## src/rtl/decode_cycle_pkg.sv

```systemverilog
// Shared constants and decode helpers for the RV32I decode stage.
// Covers the subset: lw, sw, R-type ALU, I-type ALU and beq.
package decode_cycle_pkg;

   localparam logic [6:0] OP_LOAD   = 7'b0000011;
   localparam logic [6:0] OP_STORE  = 7'b0100011;
   localparam logic [6:0] OP_RTYPE  = 7'b0110011;
   localparam logic [6:0] OP_ITYPE  = 7'b0010011;
   localparam logic [6:0] OP_BRANCH = 7'b1100011;

   typedef enum logic [2:0] {
      ALU_ADD = 3'b000,
      ALU_SUB = 3'b001,
      ALU_AND = 3'b010,
      ALU_OR  = 3'b011,
      ALU_SLT = 3'b101
   } alu_ctrl_e;

   typedef enum logic [1:0] {
      IMM_I = 2'b00,
      IMM_S = 2'b01,
      IMM_B = 2'b10
   } imm_src_e;

   typedef struct packed {
      logic      reg_write;
      logic      result_src;
      logic      mem_write;
      logic      branch;
      logic      alu_src;
      alu_ctrl_e alu_control;
      imm_src_e  imm_src;
   } ctrl_t;

   typedef struct packed {
      logic      valid;
      alu_ctrl_e op;
   } alu_dec_t;

   // funct7[5] selects sub only when the caller says the instruction is R-type.
   function automatic alu_dec_t alu_decode(input logic [2:0] funct3,
                                           input logic       funct7_5,
                                           input logic       is_rtype);
      alu_dec_t r;
      r.valid = 1'b1;
      r.op    = ALU_ADD;
      case (funct3)
         3'b000:  r.op = (is_rtype && funct7_5) ? ALU_SUB : ALU_ADD;
         3'b111:  r.op = ALU_AND;
         3'b110:  r.op = ALU_OR;
         3'b010:  r.op = ALU_SLT;
         default: r.valid = 1'b0;
      endcase
      return r;
   endfunction

endpackage

```

## src/rtl/decode_cycle_register_file.sv

```systemverilog
// Architectural register file: two async read ports, one write port,
// x0 hard-wired to zero and same-cycle write-to-read bypass.
module decode_cycle_register_file
   import decode_cycle_pkg::*;
#(
   parameter int unsigned XLEN  = 32,
   parameter int unsigned NREGS = 32,
   parameter int unsigned AW    = $clog2(NREGS)
) (
   input  logic            clk,
   input  logic            rst,
   input  logic            we,
   input  logic [AW-1:0]   wa,
   input  logic [XLEN-1:0] wd,
   input  logic [AW-1:0]   ra1,
   input  logic [AW-1:0]   ra2,
   output logic [XLEN-1:0] rd1,
   output logic [XLEN-1:0] rd2
);

   logic [XLEN-1:0] regs_q [NREGS];
   logic [XLEN-1:0] regs_d [NREGS];
   logic            wr_en;

   assign wr_en = we && (wa != '0);

   always_comb begin
      regs_d[0] = '0;
      for (int unsigned i = 1; i < NREGS; i++) begin
         regs_d[i] = (wr_en && (wa == AW'(i))) ? wd : regs_q[i];
      end
   end

   always_ff @(posedge clk) begin
      if (!rst) begin
         regs_q <= '{default: '0};
      end else begin
         regs_q <= regs_d;
      end
   end

   always_comb begin
      rd1 = '0;
      rd2 = '0;
      if (ra1 != '0) rd1 = (wr_en && (wa == ra1)) ? wd : regs_q[ra1];
      if (ra2 != '0) rd2 = (wr_en && (wa == ra2)) ? wd : regs_q[ra2];
   end

endmodule

```

## src/rtl/decode_cycle.sv

```systemverilog
// RV32I decode stage: control decode, register read, immediate extension,
// and the ID/EX pipeline register feeding execute.
module decode_cycle
   import decode_cycle_pkg::*;
#(
   parameter int unsigned XLEN  = 32,
   parameter int unsigned NREGS = 32
) (
   input  logic                     clk,
   input  logic                     rst,
   input  logic [31:0]              InstrD,
   input  logic [XLEN-1:0]          PCD,
   input  logic [XLEN-1:0]          PCPlus4D,
   input  logic                     RegWriteW,
   input  logic [$clog2(NREGS)-1:0] RDW,
   input  logic [XLEN-1:0]          ResultW,
   input  logic                     FlushE,
   output logic                     RegWriteE,
   output logic                     ResultSrcE,
   output logic                     MemWriteE,
   output logic                     BranchE,
   output logic                     ALUSrcE,
   output logic [2:0]               ALUControlE,
   output logic [XLEN-1:0]          RD1E,
   output logic [XLEN-1:0]          RD2E,
   output logic [XLEN-1:0]          ImmExtE,
   output logic [$clog2(NREGS)-1:0] RS1E,
   output logic [$clog2(NREGS)-1:0] RS2E,
   output logic [$clog2(NREGS)-1:0] RDE,
   output logic [XLEN-1:0]          PCE,
   output logic [XLEN-1:0]          PCPlus4E
);

   localparam int unsigned AW = $clog2(NREGS);

   typedef struct packed {
      logic            reg_write;
      logic            result_src;
      logic            mem_write;
      logic            branch;
      logic            alu_src;
      logic [2:0]      alu_control;
      logic [XLEN-1:0] rd1;
      logic [XLEN-1:0] rd2;
      logic [XLEN-1:0] imm_ext;
      logic [AW-1:0]   rs1;
      logic [AW-1:0]   rs2;
      logic [AW-1:0]   rd;
      logic [XLEN-1:0] pc;
      logic [XLEN-1:0] pc_plus4;
   } id_ex_t;

   logic [6:0]      opcode;
   logic [2:0]      funct3;
   logic            funct7_5;
   logic [AW-1:0]   rs1;
   logic [AW-1:0]   rs2;
   logic [AW-1:0]   rd;
   logic [XLEN-1:0] rd1;
   logic [XLEN-1:0] rd2;
   logic [XLEN-1:0] imm_ext;
   ctrl_t           ctrl;
   alu_dec_t        alu_dec;
   id_ex_t          id_ex_d;
   id_ex_t          id_ex_q;

   assign opcode   = InstrD[6:0];
   assign rd       = AW'(InstrD[11:7]);
   assign funct3   = InstrD[14:12];
   assign rs1      = AW'(InstrD[19:15]);
   assign rs2      = AW'(InstrD[24:20]);
   assign funct7_5 = InstrD[30];

   decode_cycle_register_file #(
      .XLEN  (XLEN),
      .NREGS (NREGS)
   ) u_register_file (
      .clk (clk),
      .rst (rst),
      .we  (RegWriteW),
      .wa  (RDW),
      .wd  (ResultW),
      .ra1 (rs1),
      .ra2 (rs2),
      .rd1 (rd1),
      .rd2 (rd2)
   );

   always_comb begin
      ctrl    = '0;
      alu_dec = alu_decode(funct3, funct7_5, opcode == OP_RTYPE);
      case (opcode)
         OP_LOAD: begin
            ctrl.reg_write  = 1'b1;
            ctrl.result_src = 1'b1;
            ctrl.alu_src    = 1'b1;
            ctrl.imm_src    = IMM_I;
            ctrl.alu_control = ALU_ADD;
         end
         OP_STORE: begin
            ctrl.mem_write   = 1'b1;
            ctrl.alu_src     = 1'b1;
            ctrl.imm_src     = IMM_S;
            ctrl.alu_control = ALU_ADD;
         end
         OP_RTYPE: begin
            if (alu_dec.valid) begin
               ctrl.reg_write   = 1'b1;
               ctrl.alu_control = alu_dec.op;
            end
         end
         OP_ITYPE: begin
            if (alu_dec.valid) begin
               ctrl.reg_write   = 1'b1;
               ctrl.alu_src     = 1'b1;
               ctrl.imm_src     = IMM_I;
               ctrl.alu_control = alu_dec.op;
            end
         end
         OP_BRANCH: begin
            ctrl.branch      = 1'b1;
            ctrl.imm_src     = IMM_B;
            ctrl.alu_control = ALU_SUB;
         end
         default: ctrl = '0;
      endcase
   end

   always_comb begin
      imm_ext = '0;
      case (ctrl.imm_src)
         IMM_S:   imm_ext = {{(XLEN-12){InstrD[31]}}, InstrD[31:25], InstrD[11:7]};
         IMM_B:   imm_ext = {{(XLEN-12){InstrD[31]}}, InstrD[7], InstrD[30:25],
                             InstrD[11:8], 1'b0};
         default: imm_ext = {{(XLEN-12){InstrD[31]}}, InstrD[31:20]};
      endcase
   end

   always_comb begin
      id_ex_d = '0;
      if (!FlushE) begin
         id_ex_d.reg_write   = ctrl.reg_write;
         id_ex_d.result_src  = ctrl.result_src;
         id_ex_d.mem_write   = ctrl.mem_write;
         id_ex_d.branch      = ctrl.branch;
         id_ex_d.alu_src     = ctrl.alu_src;
         id_ex_d.alu_control = ctrl.alu_control;
         id_ex_d.rd1         = rd1;
         id_ex_d.rd2         = rd2;
         id_ex_d.imm_ext     = imm_ext;
         id_ex_d.rs1         = rs1;
         id_ex_d.rs2         = rs2;
         id_ex_d.rd          = rd;
         id_ex_d.pc          = PCD;
         id_ex_d.pc_plus4    = PCPlus4D;
      end
   end

   always_ff @(posedge clk) begin
      if (!rst) begin
         id_ex_q <= '0;
      end else begin
         id_ex_q <= id_ex_d;
      end
   end

   assign RegWriteE   = id_ex_q.reg_write;
   assign ResultSrcE  = id_ex_q.result_src;
   assign MemWriteE   = id_ex_q.mem_write;
   assign BranchE     = id_ex_q.branch;
   assign ALUSrcE     = id_ex_q.alu_src;
   assign ALUControlE = id_ex_q.alu_control;
   assign RD1E        = id_ex_q.rd1;
   assign RD2E        = id_ex_q.rd2;
   assign ImmExtE     = id_ex_q.imm_ext;
   assign RS1E        = id_ex_q.rs1;
   assign RS2E        = id_ex_q.rs2;
   assign RDE         = id_ex_q.rd;
   assign PCE         = id_ex_q.pc;
   assign PCPlus4E    = id_ex_q.pc_plus4;

endmodule
```

## config.mk

```make
export PLATFORM = sky130hd
export DESIGN_NAME = decode_cycle
export DESIGN_NICKNAME = d
export VERILOG_FILES = /design/src/rtl/decode_cycle_pkg.sv /design/src/rtl/decode_cycle_register_file.sv /design/src/rtl/decode_cycle.sv
export SDC_FILE = /design/constraint.sdc
export NUM_CORES = 2
export LEC_CHECK = 0
export CAP_MARGIN = 20
export CORE_AREA = 2 2 311 313
export CTS_BUF_LIST = sky130_fd_sc_hd__clkbuf_4 sky130_fd_sc_hd__clkbuf_8 sky130_fd_sc_hd__clkbuf_16
export DETAILED_ROUTE_END_ITERATION = 6
export DIE_AREA = 0 0 313 315
export GPL_ROUTABILITY_DRIVEN = 0
export GPL_TIMING_DRIVEN = 1
export PLACE_DENSITY = 0.81
export SLEW_MARGIN = 5
export SYNTH_ARGS = -nofsm -noshare
export SYNTH_HDL_FRONTEND = slang
export SYNTH_SLANG_ARGS = --single-unit
```

## constraint.sdc

```tcl
create_clock -name clk -period 2.8 [get_ports clk]
set_input_delay 0.28 -clock clk [delete_from_list [all_inputs] [get_ports clk]]
set_output_delay 0.28 -clock clk [all_outputs]
set_load 0.05 [all_outputs]
```

==> metrics.md <==
| Metric | Value |
|---|---|
| Clock buffer depth | `3` |
| Yosys warnings | `0` |
| Initial antenna violation count | `14` |
| Total Routed Length | `226,000 um` |
| Die width | `313 um` |
| CP Data Required Time | `2.52 ns` |
| First-pass GRT wire length | `328,000 um` |
| Post-synthesis mux area share | `19.9%` |
| Critical Path Start | `ImmExtE[12]` |
| Routed vias/inst | `6.96` |
| Crit-path leading delay family | `buffers and inverters` |
| Die height | `315 um` |
| Pins Over Slew Limit | `0` |
| CP Buf/Inv Count | `1` |
| Syn Area/Cell | `9.26 um^2` |
| Worst min-delay path class | `in2reg` |
| Sequential-to-total area share from yosys stat | `40.1%` |
| EDFF count, synth | `0` |
| Clk sinks | `1,156` |
| Post-synth top flop | `dfxtp_1` |
| Die ar. | `0.0986 mm^2` |
| Worst path depth | `1` |
| Largest net degree at the start of global routing | `270` |
| Simple-Gate Fraction of Synth Area | `16.7%` |
| Remaining DRCs | `0` |
| Largest family of logic cells by synthesized area | `multiplexers` |
| Synth top area share | `40.1%` |
| Final ANT Viol Nets | `0` |
| Maximum level of the CTS H-tree | `3` |
| Max-Cap Viols | `0` |
| Synthesized Nets | `6,374` |
| Post-DP HPWL | `139,000 um` |
| WL/cell | `29.2 um` |
| Non-filler cells, final | `7,733` |
| Area delta synth->final | `17.8%` |
| Period utilization | `95.0%` |
| Initial Util | `60.3%` |
| Crit path max fanout | `20` |
| Setup Crit Path Kind | `reg2out` |
| Top Ports | `320` |
| XOR/XNOR share of the synthesized area | `0.152%` |
| Overall routing resource usage | `44.5%` |
| Reg2reg start | `u_register_file.regs_q[179]` |
| Worst path max stage delay | `0.92 ns` |
| CORE AREA | `0.0957 mm^2` |
| Clk_skew | `0.0402 ns` |
| Yosys cell types | `63` |
| Synth Area in Compound Gates | `17.9%` |
| Final setup violation count | `0` |
| Arrival @ worst endpoint | `2.38 ns` |
| Mapped Area | `0.0577 mm^2` |
| Adder-Cell Fraction of Synth Area | `0.0433%` |
| Final Hold Vio Count | `0` |
| Routed via count | `53,858` |
| Worst-path clk slew | `0.07 ns` |
| Worst hold start | `PCPlus4D[5]` |
| Placed Instances | `7,503` |
| Pwr Total | `38,100 uW` |
| Hold Path Cell Cnt | `2` |
| Crit path launch type | `register` |
| RSZ-0062 raised after global routing | `false` |
| Maximum clock rate | `376 MHz` |
| Port-buffer cells | `319` |
| DRT Pass-1 Iters | `7` |
| Slew @ Worst Pin | `1.39 ns` |
| Final Util | `71.0%` |
| Maximum vdd drop | `535 uV` |
| Synth Register Bits | `1,156` |
| GRT overflow | `0` |
| Status | `complete, no violations` |
| Ys async rst share | `0%` |
| Number of core rows | `114` |
| Critical Path Sink Type | `output port` |
| Vias in the first global route | `51,685` |
| TritonCTS Buffers | `117` |
| Iteration-0 DRC Markers | `9,510` |
| Root buf cell | `clkbuf_16` |
| CTS resizes | `0` |
| Largest cells by area after synthesis | `dfxtp_1 (40%), mux4_2 (17%), nand2_1 (13%), a21boi_0 (13%), clkbuf_1 (3.0%)` |
| Worst-skew pair later-pin latency | `0.76 ns` |
| CTS tree | `yes` |
| Worst-path cell chain | `clkdlybuf4s50_1` |
| Syn Inst Count | `6,235` |
| Nets@finish | `6,487` |
| Area leader, netlist | `dfxtp_1` |
| PD cells | `561 mW/mm^2` |
| CP max stage cell | `clkdlybuf4s50_1` |
| Leak Pwr | `0.0228 uW` |
| R2R depth | `5` |
| Rel. slew slack | `7.30%` |
| Share of layout cells above drive strength 1 | `18.6%` |
| Fillers | `6,603` |
| Min Tclk post-route | `2.66 ns` |
placed cells by master (no fill, tap or decap), types with 25 or more instances in the layout:
| cell | Yosys | layout |
|---|---|---|
| nor2_1 | 75 | 51 |
| mux2_2 | 113 | 113 |
| and2_1 | 90 | 89 |
| nor3_1 | 39 | 33 |
| mux2i_1 | 58 | 58 |
| o21ai_0 | 37 | 37 |
| a21boi_0 | 989 | 989 |
| buf_4 | 52 | 259 |
| a32o_1 | 25 | 25 |
| a21oi_1 | 38 | 37 |
| nor2b_1 | 34 | 28 |
| buf_12 | 0 | 91 |
| a211oi_1 | 30 | 30 |
| dfxtp_1 | 1156 | 1156 |
| nand2_1 | 2067 | 2047 |
| o22ai_1 | 42 | 42 |
| clkdlybuf4s50_1 | 0 | 309 |
| a22oi_1 | 51 | 51 |
| a221oi_1 | 59 | 59 |
| clkbuf_8 | 0 | 31 |
| nand2b_1 | 34 | 34 |
| clkbuf_16 | 0 | 118 |
| mux4_2 | 427 | 427 |
registers in the layout, indices dropped and copies added (netlist names):
name,flops
RD1E,32
RDE,5
RS1E,5
u_register_file.regs_q,992
RS2E,5
ImmExtE,13
MemWriteE,1
PCE,32
ALUControlE,3
PCPlus4E,32
BranchE,1
ALUSrcE,1
RegWriteE,1
RD2E,32
ResultSrcE,1
worst paths after layout:
kind / slack [ns] / end
worst max register to register: 0.75 / RD1E[19]
worst min-delay path: 0.08 / PCPlus4E[5]
worst max-delay path: 0.14 / ImmExtE[26]
worst min register to register: 0.47 / u_register_file.regs_q[613]
Yosys cell counts, types with 30 or more instances:
cell type / number
a211oi_1: 30
a21boi_0: 989
a21oi_1: 38
a221oi_1: 59
a22oi_1: 51
and2_1: 90
buf_2: 126
buf_4: 52
clkbuf_1: 461
dfxtp_1: 1156
mux2_2: 113
mux2i_1: 58
mux4_2: 427
nand2_1: 2067
nand2b_1: 34
nor2_1: 75
nor2b_1: 34
nor3_1: 39
o21ai_0: 37
o22ai_1: 42
power breakdown:
part / internal (uW) / switching [uW]
Sequential: 16600 / 139
Combinational: 1440 / 2420
Clock: 10400 / 7120
Total: 28500 / 9680
cells by family after synthesis:
logic type      Yosys count
mux                     598
fa+ha+maj                 2
xor+xnor                 10
compound gates         1379
simple gates           2409
buf+inv                 681
flops                  1156
routing by layer:
metal	track usage, %	part of all wire [%]	wire length [um]
met4	32.2	9.1	20600
met3	17.9	17	38200
met5	0.242	0.036	81
met1	54.4	33	74600
met2	63.7	41	92300
final cells by class:
| class | count | area (um^2) | share of cell area (%) |
|---|---|---|---|
| repair buffers | 669 | 6980 | 10.3 |
| inverters | 6 | 22.5 | 0.0331 |
| clock inverters | 58 | 842 | 1.24 |
| diodes | 6 | 15.0 | 0.0221 |
| flip-flops and latches | 1156 | 23100 | 34.0 |
| well taps | 1276 | 1600 | 2.35 |
| multi-input cells | 4398 | 31900 | 46.9 |
| clock buffers | 164 | 3490 | 5.14 |
timing repair:
action,CTS,global route
setup buffers,0,0
hold buffers,2,0
endpoints found under the hold margin,59,0
through the flow:
stage / setup slack (ns) / hold slack, ns / setup TNS, ns / instance area, um^2
4_1_cts: 0.137 / 0.0745 / 0 / 68000
3_5_place_dp: -0.0629 / 0.468 / -0.0629 / 63600
6_report: 0.140 / 0.0812 / 0 / 68000
2_1_floorplan: 0.710 / 0.356 / 0 / 57700
3_3_place_gp: -0.0677 / 0.452 / -0.0677 / 63600
5_1_grt: 0.0508 / 0.0724 / 0 / 68000
Power figures use the tool's default switching activity.
